===== config.mk =====
export PLATFORM = sky130hd
export DESIGN_NAME = multicycle_ctrl_flat
export DESIGN_NICKNAME = d
export VERILOG_FILES = /design/src/rtl/multicycle_ctrl_if.sv /design/src/rtl/multicycle_ctrl.sv /design/src/flat_wrapper.sv
export SDC_FILE = /design/constraint.sdc
export NUM_CORES = 1
export LEC_CHECK = 0
export CAP_MARGIN = 20
export CORE_MARGIN = 4
export CORE_UTILIZATION = 40
export CTS_BUF_LIST = sky130_fd_sc_hd__clkbuf_8
export DETAILED_ROUTE_END_ITERATION = 8
export SYNTH_ARGS = -nofsm -noshare
export SYNTH_HDL_FRONTEND = slang
export SYNTH_SLANG_ARGS = --single-unit

===== constraint.sdc =====
create_clock -name clk -period 1.7 [get_ports clk]
set_clock_uncertainty 0.1 [all_clocks]
set_input_delay 0.34 -clock clk [delete_from_list [all_inputs] [get_ports clk]]
set_output_delay 0.34 -clock clk [all_outputs]
set_load 0.1 [all_outputs]

===== src/rtl/multicycle_ctrl_if.sv =====
// ============================================================================
//  Module      : multicycle_ctrl_if
//  Description : Handshake and strobe bundle between the multicycle
//                controller and its fetch unit, ALU flags, data memory
//                and datapath.
//                master : the environment (fetch unit, flags, memory).
//                         Drives instr_valid, opcode, zero_flag, neg_flag
//                         and mem_ready.
//                slave  : the controller. Drives instr_ack, gen, alu_op,
//                         alu_src_imm, reg_write, mem_read, mem_write,
//                         pc_write, pc_src, busy and err.
//  Revision    : 1.0 - initial release
// ============================================================================
`default_nettype none

interface multicycle_ctrl_if #(
    parameter int OPW = 4
);
    logic           instr_valid;
    logic [OPW-1:0] opcode;
    logic           zero_flag;
    logic           neg_flag;
    logic           mem_ready;

    logic           instr_ack;
    logic           gen;
    logic [2:0]     alu_op;
    logic           alu_src_imm;
    logic           reg_write;
    logic           mem_read;
    logic           mem_write;
    logic           pc_write;
    logic [1:0]     pc_src;
    logic           busy;
    logic           err;

    modport master (
        output instr_valid, opcode, zero_flag, neg_flag, mem_ready,
        input  instr_ack, gen, alu_op, alu_src_imm, reg_write, mem_read,
               mem_write, pc_write, pc_src, busy, err
    );

    modport slave (
        input  instr_valid, opcode, zero_flag, neg_flag, mem_ready,
        output instr_ack, gen, alu_op, alu_src_imm, reg_write, mem_read,
               mem_write, pc_write, pc_src, busy, err
    );
endinterface

`default_nettype wire


===== src/rtl/multicycle_ctrl.sv =====
// ============================================================================
//  Module      : multicycle_ctrl
//  Description : Control FSM for a multicycle processor.
//                States are FETCH, DECODE, EXEC, MEM, WB and HALT.
//                Outputs are datapath strobes, the immediate-generator
//                select, the ALU operation and the PC source. An illegal
//                opcode or a data-memory timeout sets a sticky error and
//                parks the FSM in HALT until reset.
//  Ports       : clk         - clock, every state change on the rising edge
//                rst         - synchronous active-high reset
//                bus.slave   - instr_valid/opcode/zero_flag/neg_flag/
//                              mem_ready in; instr_ack, gen, alu_op,
//                              alu_src_imm, reg_write, mem_read, mem_write,
//                              pc_write, pc_src, busy, err out
//  Revision    : 1.0 - initial release
// ============================================================================
`default_nettype none

module multicycle_ctrl #(
    parameter int OPW     = 4,
    parameter int MEM_TMO = 15
) (
    input  wire logic        clk,
    input  wire logic        rst,
    multicycle_ctrl_if.slave bus
);

    localparam logic [2:0] c_S_FETCH  = 3'd0;
    localparam logic [2:0] c_S_DECODE = 3'd1;
    localparam logic [2:0] c_S_EXEC   = 3'd2;
    localparam logic [2:0] c_S_MEM    = 3'd3;
    localparam logic [2:0] c_S_WB     = 3'd4;
    localparam logic [2:0] c_S_HALT   = 3'd5;

    localparam logic [OPW-1:0] c_OP_NOP  = OPW'(4'b0000);
    localparam logic [OPW-1:0] c_OP_ST   = OPW'(4'b0011);
    localparam logic [OPW-1:0] c_OP_ADD  = OPW'(4'b0100);
    localparam logic [OPW-1:0] c_OP_INC  = OPW'(4'b0101);
    localparam logic [OPW-1:0] c_OP_NEG  = OPW'(4'b0110);
    localparam logic [OPW-1:0] c_OP_SUB  = OPW'(4'b0111);
    localparam logic [OPW-1:0] c_OP_J    = OPW'(4'b1000);
    localparam logic [OPW-1:0] c_OP_BRZ  = OPW'(4'b1001);
    localparam logic [OPW-1:0] c_OP_JM   = OPW'(4'b1010);
    localparam logic [OPW-1:0] c_OP_BRN  = OPW'(4'b1011);
    localparam logic [OPW-1:0] c_OP_LD   = OPW'(4'b1110);
    localparam logic [OPW-1:0] c_OP_SVPC = OPW'(4'b1111);

    localparam logic [2:0] c_ALU_PASS = 3'd0;
    localparam logic [2:0] c_ALU_ADD  = 3'd1;
    localparam logic [2:0] c_ALU_INC  = 3'd2;
    localparam logic [2:0] c_ALU_NEG  = 3'd3;
    localparam logic [2:0] c_ALU_SUB  = 3'd4;

    localparam logic [1:0] c_PC_SEQ = 2'd0;
    localparam logic [1:0] c_PC_REG = 2'd1;
    localparam logic [1:0] c_PC_MEM = 2'd2;

    localparam logic [7:0] c_MEM_TMO = 8'(MEM_TMO);

    function automatic logic f_legal(input logic [OPW-1:0] op);
        return op inside {c_OP_NOP, c_OP_SVPC, c_OP_LD, c_OP_ST, c_OP_ADD,
                          c_OP_INC, c_OP_NEG, c_OP_SUB, c_OP_J, c_OP_BRZ,
                          c_OP_JM, c_OP_BRN};
    endfunction

    function automatic logic f_is_alu(input logic [OPW-1:0] op);
        return op inside {c_OP_ADD, c_OP_SUB, c_OP_NEG, c_OP_INC, c_OP_SVPC};
    endfunction

    // Immediate operand: INC/SVPC use it as the ALU B input, LD/ST use it
    // as the address offset.
    function automatic logic f_use_imm(input logic [OPW-1:0] op);
        return op inside {c_OP_INC, c_OP_SVPC, c_OP_LD, c_OP_ST};
    endfunction

    function automatic logic [2:0] f_alu_op(input logic [OPW-1:0] op);
        logic [2:0] v;
        v = c_ALU_PASS;
        if (op == c_OP_ADD || op == c_OP_SVPC || op == c_OP_LD || op == c_OP_ST)
            v = c_ALU_ADD;
        else if (op == c_OP_INC)
            v = c_ALU_INC;
        else if (op == c_OP_NEG)
            v = c_ALU_NEG;
        else if (op == c_OP_SUB)
            v = c_ALU_SUB;
        return v;
    endfunction

    logic [2:0]     r_state;
    logic [OPW-1:0] r_op;
    logic           r_gen;
    logic           r_alu_src_imm;
    logic [2:0]     r_alu_op;
    logic           r_reg_write;
    logic           r_mem_read;
    logic           r_mem_write;
    logic           r_pc_write;
    logic [1:0]     r_pc_src;
    logic [7:0]     r_wait;
    logic           r_err;

    logic           w_op_nop;
    logic           w_op_alu;
    logic           w_op_ld;
    logic           w_op_st;
    logic           w_op_jm;
    logic           w_op_j;
    logic           w_op_br;
    logic           w_taken;
    logic           w_in_exec_br;
    logic           w_mem_done;
    logic [7:0]     w_wait_nxt;

    assign w_op_nop   = (r_op == c_OP_NOP);
    assign w_op_alu   = f_is_alu(r_op);
    assign w_op_ld    = (r_op == c_OP_LD);
    assign w_op_st    = (r_op == c_OP_ST);
    assign w_op_jm    = (r_op == c_OP_JM);
    assign w_op_j     = (r_op == c_OP_J);
    assign w_op_br    = (r_op == c_OP_BRZ) || (r_op == c_OP_BRN);
    assign w_taken    = ((r_op == c_OP_BRZ) && bus.zero_flag) ||
                        ((r_op == c_OP_BRN) && bus.neg_flag);
    assign w_in_exec_br = (r_state == c_S_EXEC) && w_op_br;
    // mem_ready only counts while an access is outstanding.
    assign w_mem_done = (r_state == c_S_MEM) && bus.mem_ready && !rst;
    assign w_wait_nxt = r_wait + 8'd1;

    // instr_ack and the ST/JM completion pc_write answer their input in the
    // same cycle so that neither acceptance nor memory completion costs a
    // cycle; everything else comes straight from registers.
    assign bus.instr_ack   = (r_state == c_S_FETCH) && bus.instr_valid && !rst;
    assign bus.pc_write    = r_pc_write || (w_mem_done && (w_op_st || w_op_jm));
    // Branch outcome uses the flags as they stand in the EXEC cycle.
    assign bus.pc_src      = w_in_exec_br ? {1'b0, w_taken} : r_pc_src;
    assign bus.gen         = r_gen;
    assign bus.alu_src_imm = r_alu_src_imm;
    assign bus.alu_op      = r_alu_op;
    assign bus.reg_write   = r_reg_write;
    assign bus.mem_read    = r_mem_read;
    assign bus.mem_write   = r_mem_write;
    assign bus.busy        = (r_state != c_S_FETCH) && (r_state != c_S_HALT);
    assign bus.err         = r_err;

    always_ff @(posedge clk) begin
        if (rst) begin
            r_state       <= c_S_FETCH;
            r_op          <= '0;
            r_gen         <= 1'b0;
            r_alu_src_imm <= 1'b0;
            r_alu_op      <= c_ALU_PASS;
            r_reg_write   <= 1'b0;
            r_mem_read    <= 1'b0;
            r_mem_write   <= 1'b0;
            r_pc_write    <= 1'b0;
            r_pc_src      <= c_PC_SEQ;
            r_wait        <= '0;
            r_err         <= 1'b0;
        end else begin
            // Write strobes are single-cycle unless re-armed below.
            r_reg_write <= 1'b0;
            r_pc_write  <= 1'b0;

            case (r_state)
                c_S_FETCH: begin
                    if (bus.instr_valid) begin
                        // Selects are set on entry to DECODE so the negedge
                        // immediate generator sees them a half-cycle early.
                        r_op          <= bus.opcode;
                        r_gen         <= (bus.opcode == c_OP_SVPC);
                        r_alu_src_imm <= f_use_imm(bus.opcode);
                        r_alu_op      <= f_alu_op(bus.opcode);
                        r_pc_src      <= c_PC_SEQ;
                        r_pc_write    <= (bus.opcode == c_OP_NOP);
                        r_state       <= c_S_DECODE;
                    end
                end

                c_S_DECODE: begin
                    if (!f_legal(r_op) || w_op_nop) begin
                        r_err         <= !f_legal(r_op);
                        r_state       <= f_legal(r_op) ? c_S_FETCH : c_S_HALT;
                        r_gen         <= 1'b0;
                        r_alu_src_imm <= 1'b0;
                        r_alu_op      <= c_ALU_PASS;
                        r_pc_src      <= c_PC_SEQ;
                    end else begin
                        r_state <= c_S_EXEC;
                        if (w_op_j) begin
                            r_pc_write <= 1'b1;
                            r_pc_src   <= c_PC_REG;
                        end else if (w_op_br) begin
                            r_pc_write <= 1'b1;
                        end
                    end
                end

                c_S_EXEC: begin
                    if (w_op_alu) begin
                        r_state     <= c_S_WB;
                        r_reg_write <= 1'b1;
                        r_pc_write  <= 1'b1;
                        r_pc_src    <= c_PC_SEQ;
                    end else if (w_op_ld || w_op_st || w_op_jm) begin
                        r_state     <= c_S_MEM;
                        r_wait      <= '0;
                        r_mem_read  <= w_op_ld || w_op_jm;
                        r_mem_write <= w_op_st;
                        r_pc_src    <= w_op_jm ? c_PC_MEM : c_PC_SEQ;
                    end else begin
                        r_state       <= c_S_FETCH;
                        r_gen         <= 1'b0;
                        r_alu_src_imm <= 1'b0;
                        r_alu_op      <= c_ALU_PASS;
                        r_pc_src      <= c_PC_SEQ;
                    end
                end

                c_S_MEM: begin
                    if (bus.mem_ready) begin
                        r_mem_read  <= 1'b0;
                        r_mem_write <= 1'b0;
                        r_wait      <= '0;
                        if (w_op_ld) begin
                            r_state     <= c_S_WB;
                            r_reg_write <= 1'b1;
                            r_pc_write  <= 1'b1;
                            r_pc_src    <= c_PC_SEQ;
                        end else begin
                            r_state       <= c_S_FETCH;
                            r_gen         <= 1'b0;
                            r_alu_src_imm <= 1'b0;
                            r_alu_op      <= c_ALU_PASS;
                            r_pc_src      <= c_PC_SEQ;
                        end
                    end else begin
                        r_wait <= w_wait_nxt;
                        if (w_wait_nxt == c_MEM_TMO) begin
                            r_err         <= 1'b1;
                            r_state       <= c_S_HALT;
                            r_mem_read    <= 1'b0;
                            r_mem_write   <= 1'b0;
                            r_gen         <= 1'b0;
                            r_alu_src_imm <= 1'b0;
                            r_alu_op      <= c_ALU_PASS;
                            r_pc_src      <= c_PC_SEQ;
                        end
                    end
                end

                c_S_WB: begin
                    r_state       <= c_S_FETCH;
                    r_gen         <= 1'b0;
                    r_alu_src_imm <= 1'b0;
                    r_alu_op      <= c_ALU_PASS;
                    r_pc_src      <= c_PC_SEQ;
                end

                c_S_HALT: begin
                    r_state <= c_S_HALT;
                end

                default: begin
                    // Unreachable encoding: treat as a fault.
                    r_err   <= 1'b1;
                    r_state <= c_S_HALT;
                end
            endcase
        end
    end

endmodule

`default_nettype wire

===== src/flat_wrapper.sv =====
// flat-port wrapper written by rule: the top's interface ports become plain ports
module multicycle_ctrl_flat 
#(
    parameter int OPW     = 4,
    parameter int MEM_TMO = 15
)
  (clk, rst, bus_instr_valid, bus_opcode, bus_zero_flag, bus_neg_flag, bus_mem_ready, bus_instr_ack, bus_gen, bus_alu_op, bus_alu_src_imm, bus_reg_write, bus_mem_read, bus_mem_write, bus_pc_write, bus_pc_src, bus_busy, bus_err);
  multicycle_ctrl_if #(.OPW(OPW)) bus_i ();
  input  wire logic clk;
  input  wire logic rst;
  input wire logic [$bits(bus_i.instr_valid)-1:0] bus_instr_valid;
  input wire logic [$bits(bus_i.opcode)-1:0] bus_opcode;
  input wire logic [$bits(bus_i.zero_flag)-1:0] bus_zero_flag;
  input wire logic [$bits(bus_i.neg_flag)-1:0] bus_neg_flag;
  input wire logic [$bits(bus_i.mem_ready)-1:0] bus_mem_ready;
  output wire logic [$bits(bus_i.instr_ack)-1:0] bus_instr_ack;
  output wire logic [$bits(bus_i.gen)-1:0] bus_gen;
  output wire logic [$bits(bus_i.alu_op)-1:0] bus_alu_op;
  output wire logic [$bits(bus_i.alu_src_imm)-1:0] bus_alu_src_imm;
  output wire logic [$bits(bus_i.reg_write)-1:0] bus_reg_write;
  output wire logic [$bits(bus_i.mem_read)-1:0] bus_mem_read;
  output wire logic [$bits(bus_i.mem_write)-1:0] bus_mem_write;
  output wire logic [$bits(bus_i.pc_write)-1:0] bus_pc_write;
  output wire logic [$bits(bus_i.pc_src)-1:0] bus_pc_src;
  output wire logic [$bits(bus_i.busy)-1:0] bus_busy;
  output wire logic [$bits(bus_i.err)-1:0] bus_err;
  assign bus_i.instr_valid = bus_instr_valid;
  assign bus_i.opcode = bus_opcode;
  assign bus_i.zero_flag = bus_zero_flag;
  assign bus_i.neg_flag = bus_neg_flag;
  assign bus_i.mem_ready = bus_mem_ready;
  assign bus_instr_ack = bus_i.instr_ack;
  assign bus_gen = bus_i.gen;
  assign bus_alu_op = bus_i.alu_op;
  assign bus_alu_src_imm = bus_i.alu_src_imm;
  assign bus_reg_write = bus_i.reg_write;
  assign bus_mem_read = bus_i.mem_read;
  assign bus_mem_write = bus_i.mem_write;
  assign bus_pc_write = bus_i.pc_write;
  assign bus_pc_src = bus_i.pc_src;
  assign bus_busy = bus_i.busy;
  assign bus_err = bus_i.err;
  multicycle_ctrl #(.OPW(OPW), .MEM_TMO(MEM_TMO)) u_core (.clk(clk), .rst(rst), .bus(bus_i));
endmodule

**After elaboration in Yosys (flattened, before gate mapping)**

Cells that the tools add are included.

- $add $sub $neg: 1
- $lt $le $gt $ge: 0
- Shift-type cells: 0
- Muxes and demuxes: 65
- Multipliers: 0
- Bitwise gates (word level): 1
- Eq/ne operators: 35
- Div/mod/pow operators: 0
- Reduce and logical (&&, ||, !) cells: 39

Operators by type and width:

| cell | number |
|---|---|
| $mux W3 | 18 |
| $eq A4 B3 Y1 const B | 8 |
| $eq A4 B4 Y1 const B | 8 |
| $pmux W3 S5 | 2 |
| $mux W8 | 3 |
| $mux W1 | 23 |
| $mux W2 | 10 |
| $pmux W8 S2 | 1 |
| $ne A2 B2 Y1 const B | 6 |
| $reduce_and A4 Y1 | 3 |
| $reduce_bool A12 Y1 | 1 |
| $logic_or A1 B1 Y1 | 11 |
| $pmux W1 S5 | 2 |
| $pmux W2 S5 | 1 |
| $reduce_bool A5 Y1 | 2 |
| $logic_and A1 B1 Y1 | 9 |
| $ne A3 B3 Y1 const B | 3 |
| $add A8 B1 Y8 const B | 1 |
| $eq A4 B2 Y1 const B | 2 |
| $eq A8 B4 Y1 const B | 1 |
| $logic_not A4 Y1 | 2 |
| $reduce_and A7 Y1 | 1 |
| $eq A3 B2 Y1 const B | 2 |
| $eq A3 B3 Y1 const B | 2 |
| 15 further kinds | 19 |

- Memory bits (writable): 0
- Memories kept: 0
- Word-level logic and storage cells: 153
- Bits in latches: 0
- Register bits: 27
- ROM bits: 0
- Output and inout bits: 14
- Input bits: 10

**Logic depth before layout (Yosys ltp)**

- Depth after elaboration: 7
- Depth in mapped cells: 9
- Mapped depth without buffers: 7

**Worst setup path before layout**

OpenSTA, ideal clock, no wires.

- Path kind: register to output
- Start point: reg u_core.r_state[2]
- End point: out bus_instr_ack
- Buffers on the path: 2
- Required time: 1.260 ns
- Cell stages (with the launch flop): 5
- Arrival: 2.964 ns
- Slack: -1.704 ns
- Cells stage by stage: dfxtp_1 buf_2 or3_1 buf_2 nor3_1

- Word-level cells in the longest chain between the ends: 3

RTL lines:

| element | line | source |
|---|---|---|
| start: declaration | multicycle_ctrl.sv:90 | `logic [2:0] r_state;` |
| start signal: assignment | multicycle_ctrl.sv:147 | `r_state <= c_S_FETCH;` |
| start signal: assignment | multicycle_ctrl.sv:175 | `r_state <= c_S_DECODE;` |
| start signal: assignment | multicycle_ctrl.sv:182 | `r_state <= f_legal(r_op) ? c_S_FETCH : c_S_HALT;` |
| $logic_not A3 Y1 | multicycle_ctrl.sv:132 | `assign bus.instr_ack = (r_state == c_S_FETCH) && bus.instr_valid && !rst;` |
| $logic_and A1 B1 Y1 (2 in series) | multicycle_ctrl.sv:132 |  |
| end: declaration | flat_wrapper.sv:16 | `output wire logic [$bits(bus_i.instr_ack)-1:0] bus_instr_ack;` |

No other way between the ends.

**Worst setup path after layout**

- Start point: reg u_core.r_state[0]
- End point: out bus_pc_src[0]

- Word-level cells in the longest chain between the ends: 3

RTL lines:

| element | line | source |
|---|---|---|
| $eq A3 B2 Y1 | multicycle_ctrl.sv:124 | `assign w_in_exec_br = (r_state == c_S_EXEC) && w_op_br;` |
| $logic_and A1 B1 Y1 | multicycle_ctrl.sv:124 |  |
| $mux W2 | multicycle_ctrl.sv:135 | `assign bus.pc_src = w_in_exec_br ? {1'b0, w_taken} : r_pc_src;` |
| end: declaration | flat_wrapper.sv:24 | `output wire logic [$bits(bus_i.pc_src)-1:0] bus_pc_src;` |

No other way between the ends.

==> results by group <==
Run status
  • Status: complete, but fails checks
  • Failing checks: negative setup slack

Drt
  • DR WL/cell: 17.8 um
  • Routed wire length: 6.68 mm
  • Pre-Repair DR Iteration Count: 4
  • Remaining antenna violation count: 0
  • DR iter-0 viols: 115
  • Vias per std cell: 5.73
  • Via Count: 2,149
  • Drt drc: 0

Power and ir drop
  • LEAKAGE: 1.28 nW
  • VDD IR max: 0.000477 V
  • Sw power: 741 uW
  • Clk pwr share: 20.8%
  • Power Density: 605 nW/um^2
  • Sw Share: 37.1%
  • Internal power: 1.26 mW
  • Comb power frac: 44.7%
  • Reg power frac: 34.4%

Worst setup path
  • CP arrival: 1.68 ns
  • Critical Path RT: 1.26 ns
  • Worst setup EP type: primary output
  • Worst r2r dst: u_core.bus.alu_src_imm$_SDFFE_PP0P_
  • Reg2Reg Depth: 7
  • CP max stage cell: or3b_4
  • Peak per-stage delay on the critical path: 0.41 ns
  • Crit Path Class: reg -> out
  • CP Cell Sequence: buf_6 -> or3b_4 -> nor2_4 -> nor2_2 -> a21oi_4 -> buf_12
  • Crit Reg-Reg Startpoint: u_core.r_state[0]$_SDFFE_PP0P_
  • Worst R2R Setup Slack: -0.39 ns
  • Critical Path Source Type: flip-flop
  • Max FO, Critical Path: 3

Clock tree
  • Hold buffer count at CTS: 0
  • TritonCTS clock tree: built
  • Clock Path Buffers: 2
  • Clock transition at path regs: 0.11 ns
  • H-tree Lvls: 1
  • Clock sink total: 27
  • Root buf cell: clkbuf_8
  • TritonCTS Buffers: 3
  • Clk_lat worst skew: 0.29 ns

Placed design
  • Dpl cell area: 2680 um^2
  • Inst Count DP: 346
  • I/O Buffers: 23
  • DP Wirelength: 3.77 mm
  • Setup WS pre-CTS: -0.274 ns
  • RePlAce Congestion: 0.823

Synth
  • Primary FF master, synth: dfxtp_1
  • Post-synthesis cell area: 1800 um^2
  • Synth Area per Inst: 8.05 um^2
  • Post-synthesis sequential area ratio: 30.0%
  • Synth cell types: 53
  • Synth Instances: 224
  • Syn nets: 236
  • Post-synth EDFFs: 0
  • Top-area cell type share of the netlist area: 30.0%
  • Synth warn: 0
  • Fraction of registers with async set or reset after synthesis: 0%
  • Leading area contributor after synthesis: dfxtp_1
  • Top post-synthesis cells by area: dfxtp_1 (30%), nor2b_1 (5.2%), nor2_1 (4.4%), a21oi_1 (3.6%), mux2i_1 (3.3%)
  • Flops & latches, synth: 27

Timing
  • WHS: 0.388 ns
  • Fmax: 471 MHz
  • Slew Limit Headroom: 70.5%
  • Setup TNS: -6.08 ns
  • Fin. max-slew vios: 0
  • Final min period: 2.12 ns
  • Period utilization: 125%
  • Tightest Pin Transition: 0.436 ns
  • Hold Vio Cnt, Final: 0
  • Setup WS post-layout: -0.423 ns
  • Unrepaired setup endpoints after global routing: yes
  • Final setup violation count: 29

Cells and area
  • # diodes: 0
  • Post-layout instance count excluding filler cells: 375
  • Final net count: 336
  • Area delta synth->final: 82.9%
  • Fin area: 3300 um^2
  • Share of layout cells above drive strength 1: 54.2%
  • Commonest non-fill, non-tap cell in the layout: buf_4
  • Most frequent cells in the layout: buf_4 (67), buf_6 (22), dfxtp_1 (19), buf_12 (14)

Flow run
  • Max-Cap Viols: 0

Global route
  • Total global-route track usage: 23.9%
  • Grt ovf: 0
  • First-pass GRT wire length: 10.4 mm
  • Largest net degree at the start of global routing: 19
  • Vias in the first global route: 2,140
  • Antenna violations before repair: 0

Min path
  • WHS Endpoint: u_core.r_pc_src[0]$_SDFFE_PP0P_
  • Min-delay worst type: reg -> reg
  • Hold path cells: 2
  • Worst hold path startpoint: u_core.r_pc_src[0]$_SDFFE_PP0P_

Floorplanning
  • Initial Util: 41.4%
  • Area of the core: 4350 um^2
  • Std-Cell Rows: 24
  • DIE AREA: 5650 um^2
  • Width of the die: 75.2 um
  • Chip height: 75.2 um
  • IO Pins: 24
Yosys cell counts (2+ instances only):
cell / n
or3_1: 3
a41oi_1: 2
buf_6: 3
o21ai_0: 12
nor2b_1: 15
buf_4: 2
a211oi_2: 2
nor3b_1: 5
buf_2: 7
clkbuf_1: 4
a311oi_1: 3
inv_1: 3
and3_1: 2
nor2_1: 21
nor3_1: 3
clkbuf_2: 2
nand3_1: 6
nand4_1: 2
a221o_1: 2
and2_1: 3
nand4b_1: 2
mux2i_1: 6
ha_1: 2
nand3b_1: 6
a211oi_1: 3
a21boi_0: 2
o21ai_1: 12
a31oi_1: 3
dfxtp_1: 27
nor4_1: 3
xnor2_1: 6
nand2_1: 8
a21oi_1: 13
a21o_1: 4
xor2_1: 2
nand2b_1: 6
flip-flops by register name, summed over array words and instances, names as in the netlist:
register                cells
u_core.r_wait               8
u_core.r_op                 4
u_core.bus.alu_op           3
u_core.r_state              3
u_core.r_pc_src             2
u_core.bus.alu_src_imm      1
u_core.bus.err              1
u_core.bus.gen              1
u_core.bus.mem_read         1
u_core.bus.mem_write        1
u_core.bus.reg_write        1
u_core.r_pc_write           1
worst max-delay path by stage:
stage	start	cells after the start	slack, ns	endpoint
6_report	u_core.r_state[0]$_SDFFE_PP0P_	6	-0.42	bus_pc_src[0]
5_1_grt	u_core.r_state[0]$_SDFFE_PP0P_	6	-0.48	bus_pc_src[0]
4_1_cts	u_core.r_state[2]$_SDFFE_PP0P_	6	-0.40	bus_pc_src[0]
3_5_place_dp	bus_mem_ready	8	-0.27	u_core.bus.alu_src_imm$_SDFFE_PP0P_
3_3_place_gp	rst	4	-0.25	bus_pc_write
2_1_floorplan	u_core.r_state[2]$_SDFFE_PP0P_	4	-0.41	bus_instr_ack
critical path: cells and delay by family (launching register included):
kind,cells,cell delay [ns]
AO/OA/AOI/OAI,1,0.13
buffers and inverters,2,0.30
flip-flops,1,0.35
AND/OR/NAND/NOR,3,0.61
through the flow:
step / power, mW / utilization, %
global route: 2.06 / 75.8
floorplan: 1.11 / -
global placement: 1.39 / 61.6
detailed placement: 1.39 / 61.6
CTS: 1.93 / 71.6
finish: 2.00 / 75.8
power groups by stage:
stage                     Sequential [mW]  Clock, mW  Combinational, mW
after floorplan                     0.757          0              0.349
after detailed placement            0.701          0              0.692
after CTS                           0.684      0.427              0.816
final                               0.687      0.416              0.893
after global routing                0.689      0.441              0.934
after global placement              0.701          0              0.689
metal layers:
metal | vias up | global-route usage, % | wire, um
met5 | - | 0 | 0
met4 | 0 | 6.99 | 199
met3 | 22 | 3.60 | 384
met2 | 91 | 40.3 | 3180
met1 | 1013 | 31.6 | 2910
li1 | 1023 | - | -
repair_timing:
| item | CTS | global route |
|---|---|---|
| gates cloned | 2 | 0 |
| buffers inserted | 17 | 11 |
| gates resized for setup | 69 | 29 |
| pin swaps | 33 | 29 |
| setup endpoints to repair | 32 | 32 |
| hold endpoints to repair | 0 | 0 |
cell families after synthesis:
kind of cell / Yosys count / share of synthesized area [%]
simple gates: 94 / 30.0
compound gates: 66 / 24.8
flops: 27 / 30.0
buf+inv: 21 / 6.66
xor+xnor: 8 / 3.88
mux: 6 / 3.33
fa+ha+maj: 2 / 1.39
cell type report:
cell class | count | area [um^2]
Clock inverter | 1 | 8.76
Sequential cell | 27 | 556
Multi-Input combinational cell | 177 | 1500
Timing Repair Buffer | 112 | 1120
Inverter | 3 | 11.3
Tap cell | 52 | 65.1
Fill cell | 292 | 1050
Clock buffer | 3 | 41.3
(Power assumes the default switching activity.)
